[config.mk]
export PLATFORM = sky130hd
export DESIGN_NAME = bcdparabin
export DESIGN_NICKNAME = d
export VERILOG_FILES = /design/src/rtl/bcdparabin.sv
export SDC_FILE = /design/constraint.sdc
export NUM_CORES = 1
export LEC_CHECK = 0
export ABC_AREA = 1
export CAP_MARGIN = 10
export CORE_MARGIN = 2
export CORE_UTILIZATION = 52
export CTS_BUF_LIST = sky130_fd_sc_hd__clkbuf_16
export DETAILED_ROUTE_END_ITERATION = 8
export PLACE_DENSITY_LB_ADDON = 0.08
export SETUP_SLACK_MARGIN = 0.02
export SLEW_MARGIN = 20
export SYNTH_ARGS = -nofsm -noshare
export SYNTH_HDL_FRONTEND = slang
export SYNTH_SLANG_ARGS = --single-unit
[constraint.sdc]
create_clock -name clk -period 1.25 [get_ports clk]
set_input_delay 0.25 -clock clk [delete_from_list [all_inputs] [get_ports clk]]
set_output_delay 0.25 -clock clk [all_outputs]
set_load 0.05 [all_outputs]
[src/rtl/bcdparabin.sv]
// rtl/bcdparabin.sv - sequential BCD-to-binary converter (reverse double-dabble), start/ready/done_tick handshake.
// Optional invalid-digit detection and err port enabled by defining BCDPARABIN_ERR_EN.
module bcdparabin #(
  parameter int N_DIG = 3,
  parameter int BIN_W = 10
) (
  input  logic               clk,
  input  logic               rst,
  input  logic               start,
  input  logic [4*N_DIG-1:0] bcd,
  output logic               ready,
  output logic               done_tick,
  output logic [BIN_W-1:0]   bin
`ifdef BCDPARABIN_ERR_EN
  ,
  output logic               err
`endif
);

  localparam int BCD_W = 4 * N_DIG;
  localparam int CNT_W = $clog2(BIN_W + 1);

  typedef enum logic [1:0] {S_IDLE, S_OP, S_DONE} state_t;

  state_t             state_q, state_d;
  logic [BCD_W-1:0]   bcd_q, bcd_d;
  logic [BIN_W-1:0]   bin_reg_q, bin_reg_d;
  logic [CNT_W-1:0]   cnt_q, cnt_d;
  logic [BIN_W-1:0]   bin_q, bin_d;
  logic [BCD_W+BIN_W-1:0] shift_w;
  logic [BCD_W-1:0]   bcd_corr;
`ifdef BCDPARABIN_ERR_EN
  logic               err_q, err_d;
  logic               bad_digit;
`endif

  always_comb begin
    state_d   = state_q;
    bcd_d     = bcd_q;
    bin_reg_d = bin_reg_q;
    cnt_d     = cnt_q;
    bin_d     = bin_q;
    ready     = (state_q == S_IDLE);
    done_tick = (state_q == S_DONE);

    // One right shift of the concatenation, then each digit that became >=8 drops by 3.
    shift_w  = {bcd_q, bin_reg_q} >> 1;
    bcd_corr = '0;
    for (int i = 0; i < N_DIG; i++) begin
      bcd_corr[4*i +: 4] = (shift_w[BIN_W+4*i +: 4] >= 4'd8) ?
                           shift_w[BIN_W+4*i +: 4] - 4'd3 :
                           shift_w[BIN_W+4*i +: 4];
    end

`ifdef BCDPARABIN_ERR_EN
    err_d     = err_q;
    bad_digit = 1'b0;
    for (int i = 0; i < N_DIG; i++) begin
      if (bcd[4*i +: 4] > 4'd9) bad_digit = 1'b1;
    end
`endif

    case (state_q)
      S_IDLE: begin
        if (start) begin
          bcd_d     = bcd;
          bin_reg_d = '0;
          cnt_d     = CNT_W'(BIN_W);
          state_d   = S_OP;
`ifdef BCDPARABIN_ERR_EN
          err_d = 1'b0;
          if (bad_digit) begin
            state_d = S_DONE;
            bin_d   = '0;
            err_d   = 1'b1;
          end
`endif
        end
      end
      S_OP: begin
        bcd_d     = bcd_corr;
        bin_reg_d = shift_w[BIN_W-1:0];
        cnt_d     = cnt_q - CNT_W'(1);
        if (cnt_q == CNT_W'(1)) begin
          state_d = S_DONE;
          bin_d   = shift_w[BIN_W-1:0];
        end
      end
      S_DONE:  state_d = S_IDLE;
      default: state_d = S_IDLE;
    endcase
  end

  always_ff @(posedge clk) begin
    if (rst) begin
      state_q   <= S_IDLE;
      bcd_q     <= '0;
      bin_reg_q <= '0;
      cnt_q     <= '0;
      bin_q     <= '0;
`ifdef BCDPARABIN_ERR_EN
      err_q     <= 1'b0;
`endif
    end else begin
      state_q   <= state_d;
      bcd_q     <= bcd_d;
      bin_reg_q <= bin_reg_d;
      cnt_q     <= cnt_d;
      bin_q     <= bin_d;
`ifdef BCDPARABIN_ERR_EN
      err_q     <= err_d;
`endif
    end
  end

  assign bin = bin_q;
`ifdef BCDPARABIN_ERR_EN
  assign err = err_q;
`endif

endmodule

==> results of run 1 <==
worst max path at each step:
stage,start,endpoint,slack (ns)
after CTS,state_q[0]$_SDFFE_PP0P_,ready,-0.04
after floorplan,state_q[1]$_SDFFE_PP0P_,done_tick,0.09
after global placement,start,bcd_q[7]$_SDFFE_PP0P_,-0.14
after detailed placement,start,bcd_q[3]$_SDFFE_PP0P_,-0.18
after global routing,cnt_q[2]$_SDFFE_PP0P_,bin[4]$_SDFFE_PP0P_,-0.14
final,cnt_q[3]$_SDFFE_PP0P_,bin[4]$_SDFFE_PP0P_,-0.08
through the flow:
stage	instances	cell area, sq um	utilization (%)
2_1_floorplan	250	1730	-
3_3_place_gp	329	2270	73.1
3_5_place_dp	329	2270	73.1
4_1_cts	340	2460	79.3
5_1_grt	343	2610	84.1
6_report	343	2610	84.1
flip-flops by register name, summed over array words and instances, names as in the netlist:
| register | cells |
|---|---|
| bin_reg_q | 9 |
| state_q | 2 |
| cnt_q | 4 |
| bcd_q | 12 |
| bin | 10 |
power by group through the flow:
stage	clock [mW]	combinational [mW]	sequential, mW
4_1_cts	1.21	0.590	1.30
3_5_place_dp	0	0.558	1.32
6_report	1.20	0.662	1.31
5_1_grt	1.26	0.720	1.31
2_1_floorplan	0	0.310	1.34
3_3_place_gp	0	0.548	1.32
final cells by class:
class	count	area, sq um	share of cell area (%)
inverter	29	109	4.17
timing repair buffer	49	639	24.5
clock buffer	5	125	4.79
tap	44	55.1	2.11
sequential	37	747	28.6
multi-input combinational	176	917	35.1
clock inverter	3	17.5	0.671
layer usage:
metal / wire length [microns] / track usage, % / vias up
met5: 0 / 0 / -
met1: 1940 / 28.6 / 815
met4: 130 / 10.9 / 0
li1: - / - / 872
met2: 2390 / 38.3 / 65
met3: 244 / 6.30 / 13
synth_stat cells, drive strengths merged:
| cell type | count | area [sq um] |
|---|---|---|
| dfxtp | 37 | 741 |
| nand3 | 18 | 90.1 |
| a21oi | 11 | 55.1 |
| inv | 29 | 109 |
| or2 | 1 | 6.26 |
| nor3 | 1 | 5.00 |
| nor2 | 42 | 165 |
| ha | 6 | 75.1 |
| nand2 | 74 | 280 |
| o21ai | 21 | 116 |
| buf | 8 | 62.6 |
| o211ai | 2 | 15.0 |
worst max-delay path, stage by stage (launching register included):
cell and delay (ns):
dfxtp_1 0.33, nor2_1 0.20, nand2_4 0.09, nor2_4 0.24, clkbuf_16 0.19, nand2_1 0.04, nand2_1 0.06, nor2_1 0.05
what timing repair did:
action,in CTS,in global routing
hold endpoints to repair,0,0
endpoints found under the setup margin,15,30
hold buffers,0,0
cloned,1,2
buffers inserted,2,1
gates resized for setup,9,31
pin swaps,2,7
cells by family (layout without fill, tap and decap cells):
kind of cell / count (synthesis) / after routing / synth area share [%]
and+or+nand+nor: 136 / 136 / 31.8
DFF: 37 / 37 / 43.1
buffers and inverters: 37 / 86 / 9.96
AOI/OAI and AO/OA: 34 / 34 / 10.8
adders and majority gates: 6 / 6 / 4.36
==> flow_summary.ini, run 1 <==
[min_path]
min_to = bcd_q[11]$_SDFFE_PP0P_
hp-class = in2reg
worstHoldPathCells = 2
min_from = rst

[placement]
detailed_place_hpwl_microns = 2680
gp_congestion = 0.887
port_buffers = 26
preCtsSetupSlack_ns = -0.179

[logic_synthesis]
synth_fp_nets = 271
seq_area_frac_synth_pct = 43.1
ys_warn_count = 0
syn_area_sq_um = 1720
syn_inst = 250
ys_ff_latch = 37
synth_area_per_cell_sq_um = 6.88
synth_cell_types = 19

[floorplanning]
core_sq_um = 3100
boundaryPins = 27
rows = 20
die-area_sq_um = 3780
die_y_microns = 61.5
initial_core_util_pct = 55.4
die_x_microns = 61.5

[global_route]
grt_max_degree = 21
grt_pass1_wl_microns = 6480
grt_pass1_vias = 1557
antenna_found_initial = 0
overflow = 0
grt_util_all_layers_pct = 23.4

[power_and_ir_drop]
p_sw_mw = 0.892
seqPwrFrac_pct = 41.3
clockPowerShare_pct = 37.8
p_sw_share_pct = 28.2
p_int_mw = 2.27
p_per_area_nw_per_um2 = 1210
p_leak_nw = 1.13
ir_drop_mv = 1.05
p_comb_share_pct = 20.9
power_mw = 3.17

[route]
wl_per_cell_microns = 13.7
drc = 0
drt_iter0_drc = 124
vias = 1765
antenna_left = 0
dr.pass1.iters = 4
vias_per_cell = 5.15
wl_microns = 4700

[layout]
syn2layout_area_growth_pct = 51.7
final_net_count = 319
n_fill_cell = 194
drive_above_1_share_pct = 25.4
final_cell_mix = nand2_1 (63), nor2_1 (37), dfxtp_1 (34)
final_common_cell = nand2_1
n_antenna_cell = 0

[setup_path]
endpoint_kind = flip-flop
critical_path.max_fanout = 5
setup.worst_path.start_class = flip-flop
r2r_slack_ns = -0.08
worst_ep_required_time_ns = 1.41
rr_startpoint = cnt_q[3]$_SDFFE_PP0P_
worstReg2RegEnd = bin[4]$_SDFFE_PP0P_
rr_worst_depth = 7
critical_path_class = reg2reg
cp.arrival_ns = 1.50

[sta]
slew_headroom_pct = 82.0
hold_ws_ns = 0.294
clock_skew_ns = 0.00399
min_period_over_period_pct = 107
period_minus_slack_ns = 1.33
setup_viol = 13
tightest_slew_ns = 0.268
max_freq_mhz = 750
hold_viol = 0
setup_tns_ns = -0.501
worst_slack_ns = -0.0837
maxSlewViolCount = 0
rsz0062_at_grt = yes

[cts]
worstSkewPairLatency_ns = 0.28
htreeDepth = 2
cts_buffer_depth = 2
cts_tree = built
root_buffer = clkbuf_16
cts_sinks = 37
numCtsBuffers = 5
path_clk_slew_ns = 0.06

[flow_run]
maxCapViolations = 0

[outcome]
status = complete, but fails checks
violations = setup timing
Note: power is estimated with default switching activity, not from simulation.
==> run 2: changes to the inputs <==
--- a/config.mk
+++ b/config.mk
@@ -7,10 +7,11 @@
 export LEC_CHECK = 0
 export ABC_AREA = 1
 export CAP_MARGIN = 10
-export CORE_MARGIN = 2
+export CORE_ASPECT_RATIO = 1.25
 export CORE_UTILIZATION = 52
 export CTS_BUF_LIST = sky130_fd_sc_hd__clkbuf_16
 export DETAILED_ROUTE_END_ITERATION = 8
+export HOLD_SLACK_MARGIN = 0.08
 export PLACE_DENSITY_LB_ADDON = 0.08
 export SETUP_SLACK_MARGIN = 0.02
 export SLEW_MARGIN = 20
==> run 2 against run 1 <==
  * The flow now finishes without violations
  * Combinational power decreased by 0.6%
  * Clock skew increased by 0.0015 ns
  * Sequential power barely moved
  * Utilization decreased by 0.80 points
  * Clock power grew 18%
  * Worst hold slack better by 0.16 ns
  * Design area grew 2.0%
  * Global-route usage grew 2.1 points
  * Largest cell class unchanged
==> flow_summary.ini, run 2 (synthesis gave the netlist of run 1 again) <==
[sta]
clock_skew_ns = 0.00545
tightest_slew_ns = 0.253
maxSlewViolCount = 0
min_period_over_period_pct = 99.7
hold_viol = 0
hold_ws_ns = 0.452
rsz0062_at_grt = yes
worst_slack_ns = 0.00349
period_minus_slack_ns = 1.25
setup_viol = 0
max_freq_mhz = 802
slew_headroom_pct = 83.0

[power_and_ir_drop]
p_per_area_nw_per_um2 = 1270
p_int_mw = 2.50
p_comb_share_pct = 19.4
p_sw_mw = 0.890
p_leak_nw = 1.17
seqPwrFrac_pct = 38.6
p_sw_share_pct = 26.3
ir_drop_mv = 1.23
clockPowerShare_pct = 42.0

[global_route]
overflow = 0
grt_pass1_wl_microns = 6540
grt_max_degree = 21
grt_pass1_vias = 1604
antenna_found_initial = 0
grt_util_all_layers_pct = 25.6

[layout]
final_cells = 341
regMostFlops = bcd_q
n_antenna_cell = 0
drive_above_1_share_pct = 25.3
final_cell_mix = nand2_1 (64), nor2_1 (33), dfxtp_1 (32)
final_core_util_pct = 83.3
largest_register_ffs = 12
syn2layout_area_growth_pct = 54.7
final_net_count = 324
post-route-cell-area_sq_um = 2660
final_common_cell = nand2_1
n_fill_cell = 197

[placement]
detailed_place_hpwl_microns = 2750
gp_congestion = 0.817
port_buffers = 26
post_dp_cell_area_sq_um = 2300
preCtsSetupSlack_ns = -0.254
place_inst = 326

[floorplanning]
initial_core_util_pct = 53.9
rows = 23
core_sq_um = 3190
die_x_microns = 53.4
die-area_sq_um = 3540
boundaryPins = 27
die_y_microns = 66.3

[setup_path]
setup.worst_path.start_class = flip-flop
critical_path_class = reg2reg
worst_ep_required_time_ns = 1.43
critical_path.max_fanout = 5
cp.arrival_ns = 1.43
endpoint_kind = flip-flop

[cts]
root_buffer = clkbuf_16
worstSkewPairLatency_ns = 0.28
htreeDepth = 2
cts_buffer_depth = 2
numCtsBuffers = 5
path_clk_slew_ns = 0.06
cts_tree = built
cts_sinks = 37

[outcome]
status = completed

[flow_run]
maxCapViolations = 0

[route]
vias = 1748
dr.pass1.iters = 4
antenna_left = 0
drt_iter0_drc = 31
wl_per_cell_microns = 12.5
vias_per_cell = 5.13
drc = 0
wl_microns = 4260

[min_path]
hp-class = reg2reg
==> run 2: cell types whose count changed in the layout (fill, tap and decap cells not counted), sizes merged <==
cell,delta
clkinv,-1
bufinv,+1
buf,+5
clkdlybuf4s50,+1
dlymetal6s2s,-1
==> run 2: timing repair <==
| action | in CTS | in global routing |
|---|---|---|
| pin swaps | 2 | 3 |
| gates resized for setup | 8 | 26 |
| gates cloned | 0 | 2 |
| setup endpoints to repair | 5 | 19 |
| hold buffers | 0 | 0 |
| setup buffers | 4 | 1 |
==> run 2: power groups by stage <==
stage | clock network (mW) | registers (mW) | logic, mW
2_1_floorplan | 0 | 1.34 | 0.310
3_3_place_gp | 0 | 1.32 | 0.566
3_5_place_dp | 0 | 1.32 | 0.580
4_1_cts | 1.42 | 1.30 | 0.610
5_1_grt | 1.47 | 1.31 | 0.727
6_report | 1.42 | 1.31 | 0.658
==> run 2: stage by stage <==
stage	TNS, ns	power [mW]
6_report	0	3.39
5_1_grt	-0.344	3.51
4_1_cts	0	3.33
3_5_place_dp	-3.90	1.90
3_3_place_gp	-3.09	1.89
2_1_floorplan	0	1.65
==> run 2: path summary, 6_finish.rpt <==
check                                            start                     end  slack (ns)  cells after the start
worst max-delay path             cnt_q[1]$_SDFFE_PP0P_     bin[1]$_SDFFE_PP0P_       0.003                      8
worst min-delay path            bcd_q[11]$_SDFFE_PP0P_  bcd_q[11]$_SDFFE_PP0P_        0.45                      2
worst max register to register   cnt_q[1]$_SDFFE_PP0P_     bin[1]$_SDFFE_PP0P_       0.003                      8
worst min register to register  bcd_q[11]$_SDFFE_PP0P_  bcd_q[11]$_SDFFE_PP0P_        0.45                      2
==> run 2: worst max-delay path, stage by stage (launching register included) <==
cell	delay (ns)
dfxtp_2	0.33
inv_4	0.07
ha_4	0.13
nand2_4	0.06
nor2_4	0.21
clkbuf_16	0.19
nand2_2	0.04
nand2_1	0.07
nor2_1	0.04
==> run 2: layer usage <==
metal	track usage (%)	up-vias	routed length [microns]
met5	0	-	0
met4	11.5	0	123
met3	5.98	12	143
met2	47.5	43	2240
met1	25.7	811	1750
li1	-	882	-
==> run 2: layout make-up <==
class	count	area (sq um)	area share, %
inverters	29	111	4.18
flip-flops and latches	37	749	28.2
multi-input cells	176	893	33.6
repair buffers	54	694	26.1
well taps	37	46.3	1.74
clock inverters	3	41.3	1.55
clock buffers	5	125	4.70
